## src/rtl/bcd_pkg.sv

```systemverilog
// Shared constants for the sequential binary-to-BCD converter: FSM encoding,
// BCD digit width and the double-dabble add-3 threshold.
package bcd_pkg;

  typedef enum logic [1:0] {
    IDLE   = 2'd0,
    SHIFT  = 2'd1,
    FINISH = 2'd2
  } state_t;

  localparam int         BCD_W   = 4;
  localparam logic [3:0] ADD3_TH = 4'd5;

endpackage

```

## src/rtl/bcd_add3.sv

```systemverilog
// Double-dabble digit correction: adds 3 to a BCD digit of 5 or more.
// Combinational, zero latency, no flow control.
module bcd_add3
  import bcd_pkg::*;
(
  input  logic [BCD_W-1:0] d_i,
  output logic [BCD_W-1:0] d_o
);

  assign d_o = (d_i >= ADD3_TH) ? d_i + BCD_W'(3) : d_i;

endmodule

```

## src/rtl/bin_to_bcd_seq.sv

```systemverilog
// Sequential double-dabble binary-to-BCD converter, one shift per clock; done BIN_W+1 clocks after start.
// No backpressure: start is ignored (not queued) while busy. Define SIGNED_EN for two's-complement input.
module bin_to_bcd_seq
  import bcd_pkg::*;
#(
  parameter int BIN_W  = 16,
  parameter int DIGITS = 5
) (
  input  logic                     clk,
  input  logic                     rst,
  input  logic [BIN_W-1:0]         bin_in,
  input  logic                     start,
  output logic                     busy,
  output logic                     done,
  output logic [BCD_W*DIGITS-1:0]  bcd_out,
  output logic                     neg
);

  localparam int CNT_W   = $clog2(BIN_W + 1);
  localparam int BCD_TOT = BCD_W * DIGITS;

  state_t             state_q, state_d;
  logic [BIN_W-1:0]   bin_sr_q, bin_sr_d;
  logic [BCD_TOT-1:0] bcd_sr_q, bcd_sr_d;
  logic [BCD_TOT-1:0] bcd_corr;
  logic [CNT_W-1:0]   cnt_q, cnt_d;
  logic               sign_q, sign_d;
  logic               done_q, done_d;
  logic [BCD_TOT-1:0] bcd_out_q, bcd_out_d;
  logic               neg_q, neg_d;
  logic               in_sign;
  logic [BIN_W-1:0]   in_mag;

`ifdef SIGNED_EN
  // -32768 negates to itself, which read as unsigned is the wanted 32768.
  assign in_sign = bin_in[BIN_W-1];
  assign in_mag  = in_sign ? -bin_in : bin_in;
`else
  assign in_sign = 1'b0;
  assign in_mag  = bin_in;
`endif

  for (genvar g = 0; g < DIGITS; g++) begin : g_add3
    bcd_add3 u_add3 (
      .d_i (bcd_sr_q[g*BCD_W +: BCD_W]),
      .d_o (bcd_corr[g*BCD_W +: BCD_W])
    );
  end

  always_comb begin
    state_d   = state_q;
    bin_sr_d  = bin_sr_q;
    bcd_sr_d  = bcd_sr_q;
    cnt_d     = cnt_q;
    sign_d    = sign_q;
    done_d    = 1'b0;
    bcd_out_d = bcd_out_q;
    neg_d     = neg_q;
    case (state_q)
      IDLE: begin
        if (start) begin
          bin_sr_d = in_mag;
          bcd_sr_d = '0;
          cnt_d    = CNT_W'(BIN_W);
          sign_d   = in_sign;
          state_d  = SHIFT;
        end
      end
      SHIFT: begin
        {bcd_sr_d, bin_sr_d} = {bcd_corr, bin_sr_q} << 1;
        cnt_d = cnt_q - CNT_W'(1);
        if (cnt_q == CNT_W'(1)) state_d = FINISH;
      end
      FINISH: begin
        bcd_out_d = bcd_sr_q;
        neg_d     = sign_q;
        done_d    = 1'b1;
        state_d   = IDLE;
      end
      default: state_d = IDLE;
    endcase
  end

  always_ff @(posedge clk or negedge rst) begin
    if (!rst) begin
      state_q   <= IDLE;
      bin_sr_q  <= '0;
      bcd_sr_q  <= '0;
      cnt_q     <= '0;
      sign_q    <= 1'b0;
      done_q    <= 1'b0;
      bcd_out_q <= '0;
      neg_q     <= 1'b0;
    end else begin
      state_q   <= state_d;
      bin_sr_q  <= bin_sr_d;
      bcd_sr_q  <= bcd_sr_d;
      cnt_q     <= cnt_d;
      sign_q    <= sign_d;
      done_q    <= done_d;
      bcd_out_q <= bcd_out_d;
      neg_q     <= neg_d;
    end
  end

  assign busy    = (state_q != IDLE);
  assign done    = done_q;
  assign bcd_out = bcd_out_q;
  assign neg     = neg_q;

endmodule

```

## config.mk

```make
export PLATFORM = sky130hd
export DESIGN_NAME = bin_to_bcd_seq
export DESIGN_NICKNAME = d
export VERILOG_FILES = /design/src/rtl/bcd_pkg.sv /design/src/rtl/bcd_add3.sv /design/src/rtl/bin_to_bcd_seq.sv
export SDC_FILE = /design/constraint.sdc
export NUM_CORES = 1
export LEC_CHECK = 0
export CAP_MARGIN = 20
export CORE_ASPECT_RATIO = 1.2
export CORE_MARGIN = 1.5
export CORE_UTILIZATION = 60
export DETAILED_ROUTE_END_ITERATION = 8
export DONT_BUFFER_PORTS = 1
export PLACE_DENSITY_LB_ADDON = 0.25
export SLEW_MARGIN = 0
export SYNTH_ARGS = -nofsm -noshare
export SYNTH_HDL_FRONTEND = slang
export SYNTH_SLANG_ARGS = --single-unit
```

## constraint.sdc

```tcl
create_clock -name clk -period 2.1 [get_ports clk]
set_clock_uncertainty 0.15 [all_clocks]
set_input_delay 0.315 -clock clk [delete_from_list [all_inputs] [get_ports clk]]
set_output_delay 0.315 -clock clk [all_outputs]
set_load 0.02 [all_outputs]
```

# == After elaboration in Yosys (flattened, before gate mapping) ==
# Index checks and enable logic that the tools add are counted.
# totals
reg_bits,64
input_bits,19
out_inout_bits,23
word_cells,42
# classes
add_sub_neg,6
magnitude_cmp,5
n_eq_ne,5
mux,15
n_reduce_logical,5
# op_table
operator,n
one-hot mux 20 bit (2 select lines),1
one-hot mux 16 bit (2 select lines),1
"greater-or-equal comparator 4 x 3 -> 1 bit, second input constant",5
two-way mux 20 bit,1
"adder 4 x 2 -> 4 bit, second input constant",4
two-way mux 16 bit,1
two-way mux 4 bit,4
one-hot mux 5 bit (2 select lines),1
"equality test 5 x 1 -> 1 bit, second input constant",1
two-way mux 5 bit,1
"subtractor 5 x 1 -> 5 bit, second input constant",1
two-way mux 2 bit,2
"!= test 2 bit, second input constant",2
one-hot mux 2 bit (2 select lines),1
AND reduction 2 bit,2
nonzero test 2 bit,2
"adder 3 x 2 -> 3 bit, second input constant",1
two-way mux 3 bit,1
"equality test 2 x 1 -> 1 bit, second input constant",1
"equality test 2 bit, second input constant",1
logical NOT 2 bit,1
two-way mux 1 bit,1

# == Depth between registers and ports, before layout ==
# Gate-level depths: netlist of run 1.
# logic_depth
ltp_word,3
depth_mapped,6
depth_no_buf,6

# == By module ==
# Synthesis of run 1 repeated with hierarchy kept, for this count alone.
# hier_totals
hier_cells,289
hier_area_um2,3151.8
# modules_own_cells
mod,n_inst,cells_per_inst,area_per_inst_um2,seq_area_each_um2
bin_to_bcd_seq,1,209,2645.0,1601.5
bcd_add3,5,16,101.3,0.0

# == Worst setup path after synthesis of run 1 ==
# OpenSTA, ideal clock, no wires.
# synth_timing
path_type,reg-to-output
startpoint,reg state_q[1]
endpoint,out busy
arrival_ns,1.056
required_ns,1.635
path_slack_ns,0.579
path_stages_with_launch,4
path_buffers,2
path_cell_list,dfrtp_1 -> buf_2 -> buf_2 -> or2_2
# synth_between
elab_chain_cells,1
# synth_rtl
item,line,text
from (decl),bin_to_bcd_seq.sv:22,"state_t state_q, state_d;"
from (signal assigned),bin_to_bcd_seq.sv:95,state_q <= state_d;
nonzero test 2 bit,bin_to_bcd_seq.sv:106,assign busy = (state_q != IDLE);
to (decl),bin_to_bcd_seq.sv:13,"output logic busy,"
# Every way passes these cells.

# == Worst setup path after layout of run 1 ==
# layout_timing
startpoint,reg state_q[0]
endpoint,out busy
# Same word-level chain as after synthesis.

==> impl_metrics.toml, run 1 <==
[status]
status = "finished clean"

[power]
p_per_area_nw_per_um2 = 1450
power_frac_seq_pct = 46.5
vdd_drop_max_mv = 0.747
comb_power_share_pct = 33.3
switching_power_mw = 1.88
netSwitchingFraction_pct = 38.8
power_frac_clock_pct = 20.2
intPower_mw = 2.96
power.total_mw = 4.84
leakage_nw = 1.48

[global_routing]
grt_usage_pct = 23.9
overflow = 0
grt_pass1_wl_um = 9710
grt_start_max_net_pins = 65
grt_pass1_vias = 2020
grt_antenna_before_repair = 0

[drt]
dr.first_iter.drc_count = 132
via_count = 2125
avgViaCountPerCell = 6.00
avgRoutedWirePerCell_um = 16.4
dr.pass1.iters = 4
drc = 0
ant_nets = 0
wl_um = 5800

[synthesis]
synth_area_leaders = "dfrtp_1, o21ai_0, ha_1"
synth_warnings = 0
yosysSeqAreaShare_pct = 52.7
yosysTopAreaCell = "dfrtp_1"
synth_cells = 284
synthesis.area_sq_um = 3040
synth_nets = 315
ys_types = 36
ys_ff_latch = 64
avgSynthCellArea_sq_um = 10.7
synth_top_area_share_pct = 52.7

[setup_path]
worstSetupEndpointType = "output port"
ff2ff_path_depth = 6
cp_cell_sequence = "buf_4 -> or2_2"
worstPathArrival_ns = 1.45
criticalPathCategory = "reg -> out"
worst_r2r_endpoint = "bcd_sr_q[5]"
worstPathRequired_ns = 1.63
slowest_delay_ns = 0.52
critPathBufInv = 1
crit_path_start_kind = "flip-flop"
r2r_slack_ns = 0.42
cp_max_fo = 14
timing.rr.start = "bcd_sr_q[4]"
critPathTopFamily = "flip-flops"
slowest_stage = "dfrtp_1"

[die]
num_io_pins = 42
design.core.area_sq_um = 4900
initial_core_util_pct = 61.9
die_h_um = 80.9
die_w_um = 67.9
die_area_sq_um = 5500
num_rows = 28

[hold_path]
hold_path.class = "in -> reg"
holdPathEnd = "bin_sr_q[12]"
holdPathStages = 2
hp-start = "bin_in[12]"

[placement]
hpwlAfterDp_um = 3830
routabilityCongestion = 0.768
io_buffers = 0

[clocking]
clockBufferDepth = 2
htreeDepth = 3
numCtsBuffers = 9
cts_resized = 0
cts_tree = "yes"
cts_hold_buf = 4
cts_num_sinks = 64
clock_latency_ns = 0.34
clk_pin_slew_ns = 0.07
cts_setup_buffers = 0
cts_root_buffer = "clkbuf_8"

[final_layout]
layout_common_cells = "dfrtp_1, o21ai_0, a21oi_1"
drive_above_1_share_pct = 12.9
area_growth_pct = 10.3
final_net_count = 320
antenna_cells = 0
mostFrequentLayoutCell = "dfrtp_1"

[timing]
finalSetupTns_ns = 0
setup_viol = 0
rsz0062_at_grt = "no"
fin_crit_ns = 1.92
drv_slew = 0
finalHoldViolations = 0
max_clock_freq_mhz = 522
period_share_pct = 91.3

[flow_run]
max_cap_violations = 0
[synthesized netlist by cell type, drive strengths merged]
library cell,number
nor2,2
o311ai,5
mux2,10
a21oi,21
clkbuf,6
and2,1
xnor2,5
nor4b,1
o21ba,1
nand3,6
nand3b,2
nand2b,8
o21ai,34
dfrtp,64
or2,1
o31ai,5
a32o,5
o22ai,8
o21bai,1
a22o,1
or4,1
nor3b,1
ha,12
a22oi,15
conb,1
buf,12
nand2,18
o32ai,3
nor2b,17
xor2,4
inv,13
[worst max path at each step]
stage,startpoint,to,slack [ns],depth (start not counted)
floorplan,state_q[1],busy,0.58,3
global placement,bcd_sr_q[4],bcd_sr_q[5],0.47,6
CTS,state_q[0],busy,0.17,2
detailed placement,state_q[0],bcd_sr_q[2],0.45,4
global route,state_q[0],busy,0.11,2
finish,state_q[0],busy,0.18,2
[metrics by stage]
| step | util [%] | hold WS (ns) | cell area (sq um) | std cells | setup WS, ns |
|---|---|---|---|---|---|
| finish | 68.3 | 0.0289 | 3350 | 354 | 0.183 |
| global route | 68.3 | 0.0208 | 3350 | 354 | 0.113 |
| CTS | 68.3 | 0.0107 | 3350 | 354 | 0.173 |
| detailed placement | 63.3 | -0.129 | 3110 | 334 | 0.446 |
| global placement | 63.3 | -0.129 | 3110 | 334 | 0.468 |
| floorplan | - | -0.131 | 3040 | 284 | 0.579 |
[kinds of logic (layout without fill, tap and decap cells)]
| group | after synthesis | after routing | synth area share, % |
|---|---|---|---|
| AO/OA/AOI/OAI | 99 | 99 | 20.5 |
| XOR/XNOR | 9 | 9 | 2.60 |
| adder cells (fa/ha/maj) | 12 | 12 | 4.94 |
| buffers and inverters | 31 | 41 | 4.70 |
| flip-flops | 64 | 64 | 52.7 |
| multiplexers | 10 | 10 | 3.71 |
| other | 1 | 1 | 0.123 |
| AND/OR/NAND/NOR | 58 | 58 | 10.7 |
[cell type report]
cell class / count / area, sq um
Tap cell: 60 / 75.1
Fill cell: 384 / 1560
Multi-Input combinational cell: 189 / 1290
Timing Repair Buffer: 12 / 143
Clock inverter: 2 / 12.5
Sequential cell: 64 / 1600
Inverter: 13 / 48.8
Clock buffer: 14 / 173
[power groups by stage]
stage               Clock, mW  Sequential [mW]  Combinational [mW]
floorplan                   0             2.15                1.27
global placement            0             2.25                1.53
detailed placement          0             2.28                1.59
CTS                      1.01             2.26                1.63
global route             1.06             2.33                1.83
finish                  0.976             2.25                1.61
[flip-flops by register name, indices dropped and copies added, names as in the netlist]
| signal | cells |
|---|---|
| bcd_out | 20 |
| bcd_sr_q | 20 |
| bin_sr_q | 16 |
| cnt_q | 5 |
| state_q | 2 |
| done | 1 |
[metal layers]
layer / up-vias / part of all wire, % / routed length (um) / global-route usage (%)
met3: 8 / 4.6 / 266 / 5.96
met5: - / 0 / 0 / 0
li1: 1033 / - / - / -
met1: 1033 / 44 / 2530 / 31.6
met2: 51 / 51 / 2940 / 37.5
met4: 0 / 1.1 / 63 / 9.40
Note: power is estimated with default switching activity, not from simulation.
==> inputs of run 2 (changes only) <==
GPL_ROUTABILITY_DRIVEN = 0   (was default)
REMOVE_ABC_BUFFERS = 1   (was default)
==> run 2 against run 1 <==
Net effect:
- clock power shrank 8.0%
- maximum frequency increased by 0.53%
- cell count fell by 1.1%
- sequential share of layout area increased by 0.87 points
- clock-buffer cell count down 2
- non-clock buffer count shrank 1
- global-route usage fell by 0.48 points
- first-iteration DRC count down 7.6%
- largest power group unchanged
==> impl_metrics.toml, run 2 (synthesis results as in run 1) <==
[timing]
max_clock_freq_mhz = 524
whs_ns = 0.0163
period_share_pct = 90.8
finalHoldViolations = 0
drv_slew = 0
fin_crit_ns = 1.91
rsz0062_at_grt = "no"
setup_viol = 0

[setup_path]
cp_max_fo = 13
cp_cell_sequence = "buf_4 -> or2_2"
crit_path_start_kind = "flip-flop"
critPathBufInv = 1
slowest_delay_ns = 0.50
worstSetupEndpointType = "output port"
critPathTopFamily = "flip-flops"
slowest_stage = "dfrtp_1"
worstPathArrival_ns = 1.44
criticalPathCategory = "reg -> out"
worstPathRequired_ns = 1.63

[flow_run]
max_cap_violations = 0

[die]
die_w_um = 67.9
initial_core_util_pct = 61.9
die_h_um = 80.9
num_rows = 28
die_area_sq_um = 5500
num_io_pins = 42
design.core.area_sq_um = 4900

[drt]
dr.pass1.iters = 4
wl_um = 5860
dr.first_iter.drc_count = 122
ant_nets = 0
drc = 0
avgRoutedWirePerCell_um = 16.7
avgViaCountPerCell = 6.01
via_count = 2102

[final_layout]
final_net_count = 319
drive_above_1_share_pct = 12.4
fill_cells = 390
final_area_sq_um = 3290
mostFrequentLayoutCell = "dfrtp_1"
layout_common_cells = "dfrtp_1, o21ai_0, a21oi_1"
area_growth_pct = 8.28
final_cells = 350
final_util_pct = 67.0
antenna_cells = 0

[global_routing]
grt_start_max_net_pins = 65
grt_antenna_before_repair = 0
grt_usage_pct = 23.4
grt_pass1_wl_um = 9570
overflow = 0
grt_pass1_vias = 2074

[clocking]
clockBufferDepth = 2
htreeDepth = 3
numCtsBuffers = 9
cts_num_sinks = 64
clk_pin_slew_ns = 0.06
clock_latency_ns = 0.34
cts_root_buffer = "clkbuf_8"
cts_setup_buffers = 0
cts_tree = "yes"

[placement]
place_area_sq_um = 3080
hpwlAfterDp_um = 3830
post-place-cells = 334
io_buffers = 0

[power]
p_per_area_nw_per_um2 = 1440
vdd_drop_max_mv = 0.757
leakage_nw = 1.46

[status]
status = "finished clean"

[hold_path]
hold_path.class = "in -> reg"
[run 2: cell count changes in the layout (fill, tap and decap cells not counted), sizes merged]
cell | before | now
clkbuf | 14 | 12
clkinvlp | 1 | 0
dlygate4sd3 | 3 | 2
[run 2: through the flow]
step,TNS [ns],power [mW],setup slack (ns)
after floorplan,-0.153,3.34,-0.0994
after global placement,0,3.74,0.423
after detailed placement,0,3.82,0.344
after CTS,0,4.76,0.190
after global routing,0,5.07,0.133
final,0,4.72,0.193
[run 2: power breakdown]
part           internal, mW  switching, mW
Sequential             1.70          0.558
Combinational         0.702          0.869
Clock                 0.471          0.427
[run 2: final cells by class]
cell class,count,area (sq um),area share (%)
Clock inverter,1,5.00,0.152
Multi-Input combinational cell,189,1290,39.4
Timing Repair Buffer,11,108,3.27
Tap cell,60,75.1,2.28
Inverter,13,48.8,1.48
Clock buffer,12,155,4.72
Sequential cell,64,1600,48.7
[run 2: path summary, 6_finish.rpt]
kind,start,to,slack [ns],depth (start not counted)
max reg2reg,state_q[1],cnt_q[3],0.33,4
min,bin_in[7],bin_sr_q[7],0.02,2
min in group asynchronous,rst,bin_sr_q[8],0.37,2
max in group asynchronous,rst,bcd_out[5],1.17,2
max,state_q[0],busy,0.19,2
min reg2reg,bin_sr_q[15],bcd_sr_q[0],0.36,2
[run 2: timing repair]
action                                 in CTS  in global routing
resized for setup                           0                  0
endpoints found under the hold margin      65                  0
hold buffers                                3                  0
[run 2: layer usage]
| metal | vias up | track usage, % | wire length (um) | share of wire, % |
|---|---|---|---|---|
| li1 | 1022 | - | - | - |
| met1 | 1015 | 30.5 | 2570 | 44 |
| met2 | 50 | 36.9 | 2840 | 49 |
| met3 | 15 | 4.57 | 302 | 5.2 |
| met4 | 0 | 12.0 | 141 | 2.4 |
| met5 | - | 0 | 0 | 0 |
==> RTL change 1: new RTL, flow settings as in run 1 <==
Make the reset (`rst`) synchronous in one clocked block.
--- a/src/rtl/bin_to_bcd_seq.sv
+++ b/src/rtl/bin_to_bcd_seq.sv
@@ -82,5 +82,5 @@
   end
 
-  always_ff @(posedge clk or negedge rst) begin
+  always_ff @(posedge clk) begin
     if (!rst) begin
       state_q   <= IDLE;
Formal check against the unedited RTL: differs if rst is asserted again (counterexample within 4 cycles, from zero or initial values and one cycle with rst low); with rst held inactive, the same outputs for 10 cycles.
==> RTL change 1 against run 1 <==
- worst setup slack improved by 0.14 ns
- cell area is 4.9% lower
- synthesized cell count rose by 28%
- routed wire length fell by 2.4%
- area after synthesis down 1.1%
- non-clock buffer count fell by 6
- sequential cell count is the same
- largest cell class is now multi-input gates
- highest routed layer unchanged
Power is not compared: it rests on default switching activity, and its combinational part moved more than twofold at a synthesized area within 25%.
==> RTL change 1: results <==
group,metric,value,unit
cells_and_area,fillers,425,
clock_network,cts_resized,0,
clock_network,cts_setup_buffers,0,
outcome,run_status,"complete, no violations",
synthesis,synth_area_leaders,"dfxtp_1, nand2_1, o21ai_0",
global_routing,met3_usage,0.05882,
clock_network,cts_hold_buf,1,
setup_path,cpMaxStageDelayCell,"mux2_2",
cells_and_area,fin_cells,421,
synthesis,yosysWarnings,0,
placement,dpl_worst_slack,0.3406,ns
global_routing,grt_util_all_layers,0.2318,
synthesis,synth_top_flop_cell,"dfxtp_1",
global_routing,grt_pass1_vias,2207,
setup_path,worstPathMaxFanout,4,
pwr,switching_share,0.2411,
cells_and_area,drive_gt1_frac,0.1136,
drt,dr.first_iter.drc_count,137,
drt,wl_met1,2.389,mm
setup_path,cp_data_arrival_time,1.91,ns
cells_and_area,syn_to_final_growth,5.956,%
setup_path,critPathMaxStageDelay,0.39,ns
drt,wl_met2,2.848,mm
placement,numPlacedInstances,406,
clock_network,clkLatencyLatePin,0.35,ns
placement,place_congestion,0.7567,
setup_path,crit_family,"compound AO/OA/AOI/OAI gates",
synthesis,synth_cells,363,
drt,routed_via_density,5.575,
global_routing,grt_use_met2,0.3971,
global_routing,met1_usage,0.2537,
drt,wl_met3,262,µm
global_routing,grt_pass1_wl,9.542,mm
drt,wire_per_inst,13.46,µm
synthesis,synth_common_cells,"nand2_1, dfxtp_1, o21ai_0, a21oi_1, nor2_1",
global_routing,grt_max_degree,51,
placement,dp_hpwl,3.697,mm
synthesis,synth-seq-area-share,0.4265,
placement,placed_area,0.002990,mm²
synthesis,ys_types,42,
synthesis,synth_nets,394,
synthesis,ys_async_sr_fraction,0,
global_routing,antenna_found_initial,0,
## RTL change 1: cell types whose count changed after synthesis, moves of 6 or more
cell,run 1,this run
nor2b_1,16,3
o21ai_2,0,10
nand2_1,18,76
o22ai_1,8,2
dfrtp_1,64,0
a21boi_0,0,16
buf_4,2,8
nor3_1,0,6
dfxtp_1,0,64
nor2_1,2,17
a22oi_1,15,2
a21boi_1,0,9
## RTL change 1: final timing paths
| check | startpoint | end | slack, ns | cells past startpoint |
|---|---|---|---|---|
| worst max-delay path | bcd_sr_q[5] | bcd_sr_q[6] | 0.32 | 6 |
| worst min-delay path | start | bin_sr_q[4] | 0.01 | 3 |
| worst max register to register | bcd_sr_q[5] | bcd_sr_q[6] | 0.32 | 6 |
| worst min register to register | bcd_sr_q[17] | bcd_out[17] | 0.32 | 2 |
## RTL change 1: cell families (layout without fill, tap and decap cells)
| family | after synthesis | in the layout | synth area share |
|---|---|---|---|
| compound gates | 108 | 108 | 0.2224 |
| xor+xnor | 9 | 9 | 0.02624 |
| fa+ha+maj | 12 | 12 | 0.04998 |
| buf+inv | 36 | 34 | 0.05956 |
| flops | 64 | 64 | 0.4265 |
| mux | 7 | 7 | 0.02582 |
| other cells | 1 | 1 | 0.001248 |
| simple gates | 126 | 126 | 0.1883 |
## RTL change 1: per-stage QoR
stage	hold slack, ns	total power, W
finish	0.01364	0.002445
global placement	0.2927	0.001504
floorplan	0.2940	0.001488
CTS	0.005646	0.002468
detailed placement	0.2942	0.001510
global route	0.03364	0.002540
## RTL change 1: cell type report
type	count	share of cell area
clock buffer	14	0.05425
timing repair buffer	6	0.01808
sequential	64	0.4025
tap	60	0.02358
inverter	14	0.01651
multi-input combinational	263	0.4851
==> RTL change 2: new RTL, flow settings as in run 1 <==
Made on the original files. Build with the macro `SIGNED_EN` defined.
--- a/src/rtl/bin_to_bcd_seq.sv
+++ b/src/rtl/bin_to_bcd_seq.sv
@@ -1,4 +1,6 @@
 // Sequential double-dabble binary-to-BCD converter, one shift per clock; done BIN_W+1 clocks after start.
 // No backpressure: start is ignored (not queued) while busy. Define SIGNED_EN for two's-complement input.
+`define SIGNED_EN
+
 module bin_to_bcd_seq
   import bcd_pkg::*;
Behaviour: no difference found for any inputs over 10 cycles, from zero or initial values and one cycle with rst low; that may be too few to reach the edited logic, so the function may still have changed.
==> RTL change 2 against run 1 <==
- routed wire length grew 2.9%
- sequential cell count is 2 higher
- worst setup slack better by 0.024 ns
- area after synthesis rose by 9.7%
- sequential share of layout area fell by 1.6 points
- total power rose by 5.8%
- combinational power grew 6%
- cell area grew 6.7%
- worst hold slack lost 0.015 ns
- largest cell class unchanged
- largest power group unchanged
==> RTL change 2: results <==
group,metric,value,unit
clock_network,cts_hold_buf,3,
global_routing,grt_util_all_layers,0.2205,
drt,routed_via_density,6.037,
synthesis,synth_nets,337,
drt,wire_per_inst,15.89,µm
synthesis,synth_area_leaders,"dfrtp_1, mux2_2, o21ai_0",
pwr,ir_worst_vdd,0.0006445,V
global_routing,grt_max_degree,67,
placement,dp_hpwl,4.028,mm
hold_path,hold_end,"bin_sr_q[15]",
outcome,run_status,"complete, no violations",
setup_path,timing.rr.start,"bcd_sr_q[12]",
drt,dr.first_iter.drc_count,153,
synthesis,synth-seq-area-share,0.4959,
drt,finalWirelength,5.974,mm
placement,place_congestion,0.7598,
placement,numPlacedInstances,358,
pwr,power.leakage,1.590,nW
hold_path,hold_start,"bin_in[15]",
synthesis,ys_types,42,
setup_path,reg2reg_to,"bcd_sr_q[14]",
setup_path,worstPathMaxFanout,4,
cells_and_area,drive_gt1_frac,0.1465,
synthesis,synth_common_cells,"dfrtp_1, o21ai_0, nand2_1, inv_1",
synthesis,syn_area_per_cell,10.92,µm²
global_routing,grt_pass1_wl,10.57,mm
RTL change 2: cell types whose count changed after synthesis, moves of 4 or more:
cell      delta
o31ai_1      +5
a21oi_1     -14
o21ai_1      +5
clkbuf_1     +4
buf_2        -8
o311ai_0     -5
mux2_2       +5
a22oi_1      -4
nand2_1      +8
nor2b_1     -13
xor2_1      +11
RTL change 2: report_power, final:
group / switching (W) / internal (W) / total, W / leakage, nW
clock: 0.000438 / 0.000571 / 0.00101 / 0.0962
combinational: 0.000921 / 0.000781 / 0.00170 / 0.660
sequential: 0.000609 / 0.00181 / 0.00241 / 0.834
RTL change 2: kinds of logic after synthesis:
| kind of cell | Yosys count | share of synthesized area |
|---|---|---|
| adders and majority gates | 13 | 0.04884 |
| DFF | 66 | 0.4959 |
| xor gates and xnor gates | 22 | 0.05785 |
| muxes | 16 | 0.05372 |
| and+or+nand+nor | 66 | 0.1056 |
| AOI/OAI and AO/OA | 91 | 0.1860 |
| buffers and inverters | 31 | 0.05222 |
RTL change 2: worst max path at each step:
stage | to | cells past startpoint | slack [ns] | from
finish | bcd_sr_q[14] | 6 | 0.21 | bcd_sr_q[12]
global route | bcd_sr_q[14] | 6 | 0.02 | bcd_sr_q[12]
CTS | bcd_sr_q[14] | 6 | 0.22 | bcd_sr_q[12]
detailed placement | bin_sr_q[14] | 6 | 0.13 | bin_in[0]
global placement | bin_sr_q[14] | 6 | 0.17 | bin_in[0]
floorplan | bin_sr_q[14] | 6 | 0.23 | bin_in[0]
RTL change 2: area by class of cell:
type	instances	area (µm²)
Fill cell	405	1762
Sequential cell	66	1652
Multi-Input combinational cell	208	1505
Clock buffer	12	145.1
Timing Repair Buffer	9	92.59
Tap cell	62	77.57
Inverter	16	60.06
Clock inverter	3	40.04
RTL change 2: metrics by stage:
stage               hold WS [ns]  total power (W)  instance area (µm²)  worst slack (ns)
floorplan                -0.1306         0.003761                 3331            0.2262
global placement         -0.1290         0.004018                 3339            0.1701
detailed placement       -0.1294         0.004124                 3339            0.1289
CTS                     0.003525         0.005172                 3572            0.2155
global route             0.01253         0.005552                 3572           0.02415
finish                   0.01346         0.005126                 3572            0.2072
RTL change 2: per-layer routing:
layer  part of all wire  vias up  GRT usage  routed length (µm)
met5                  0        -          0                   0
met4              0.014        0    0.07204                  85
met1               0.45     1109     0.2840                2664
li1                   -     1109          -                   -
met3              0.033        6    0.05642                 199
met2               0.51       46     0.3636                3025
RTL change 2: critical path, stage by stage, from the launching register on:
cell      delay, ns
dfrtp_1        0.40
inv_1          0.15
ha_1           0.22
nand2b_1       0.08
a21oi_1        0.31
mux2_2         0.37
o21ai_0        0.13
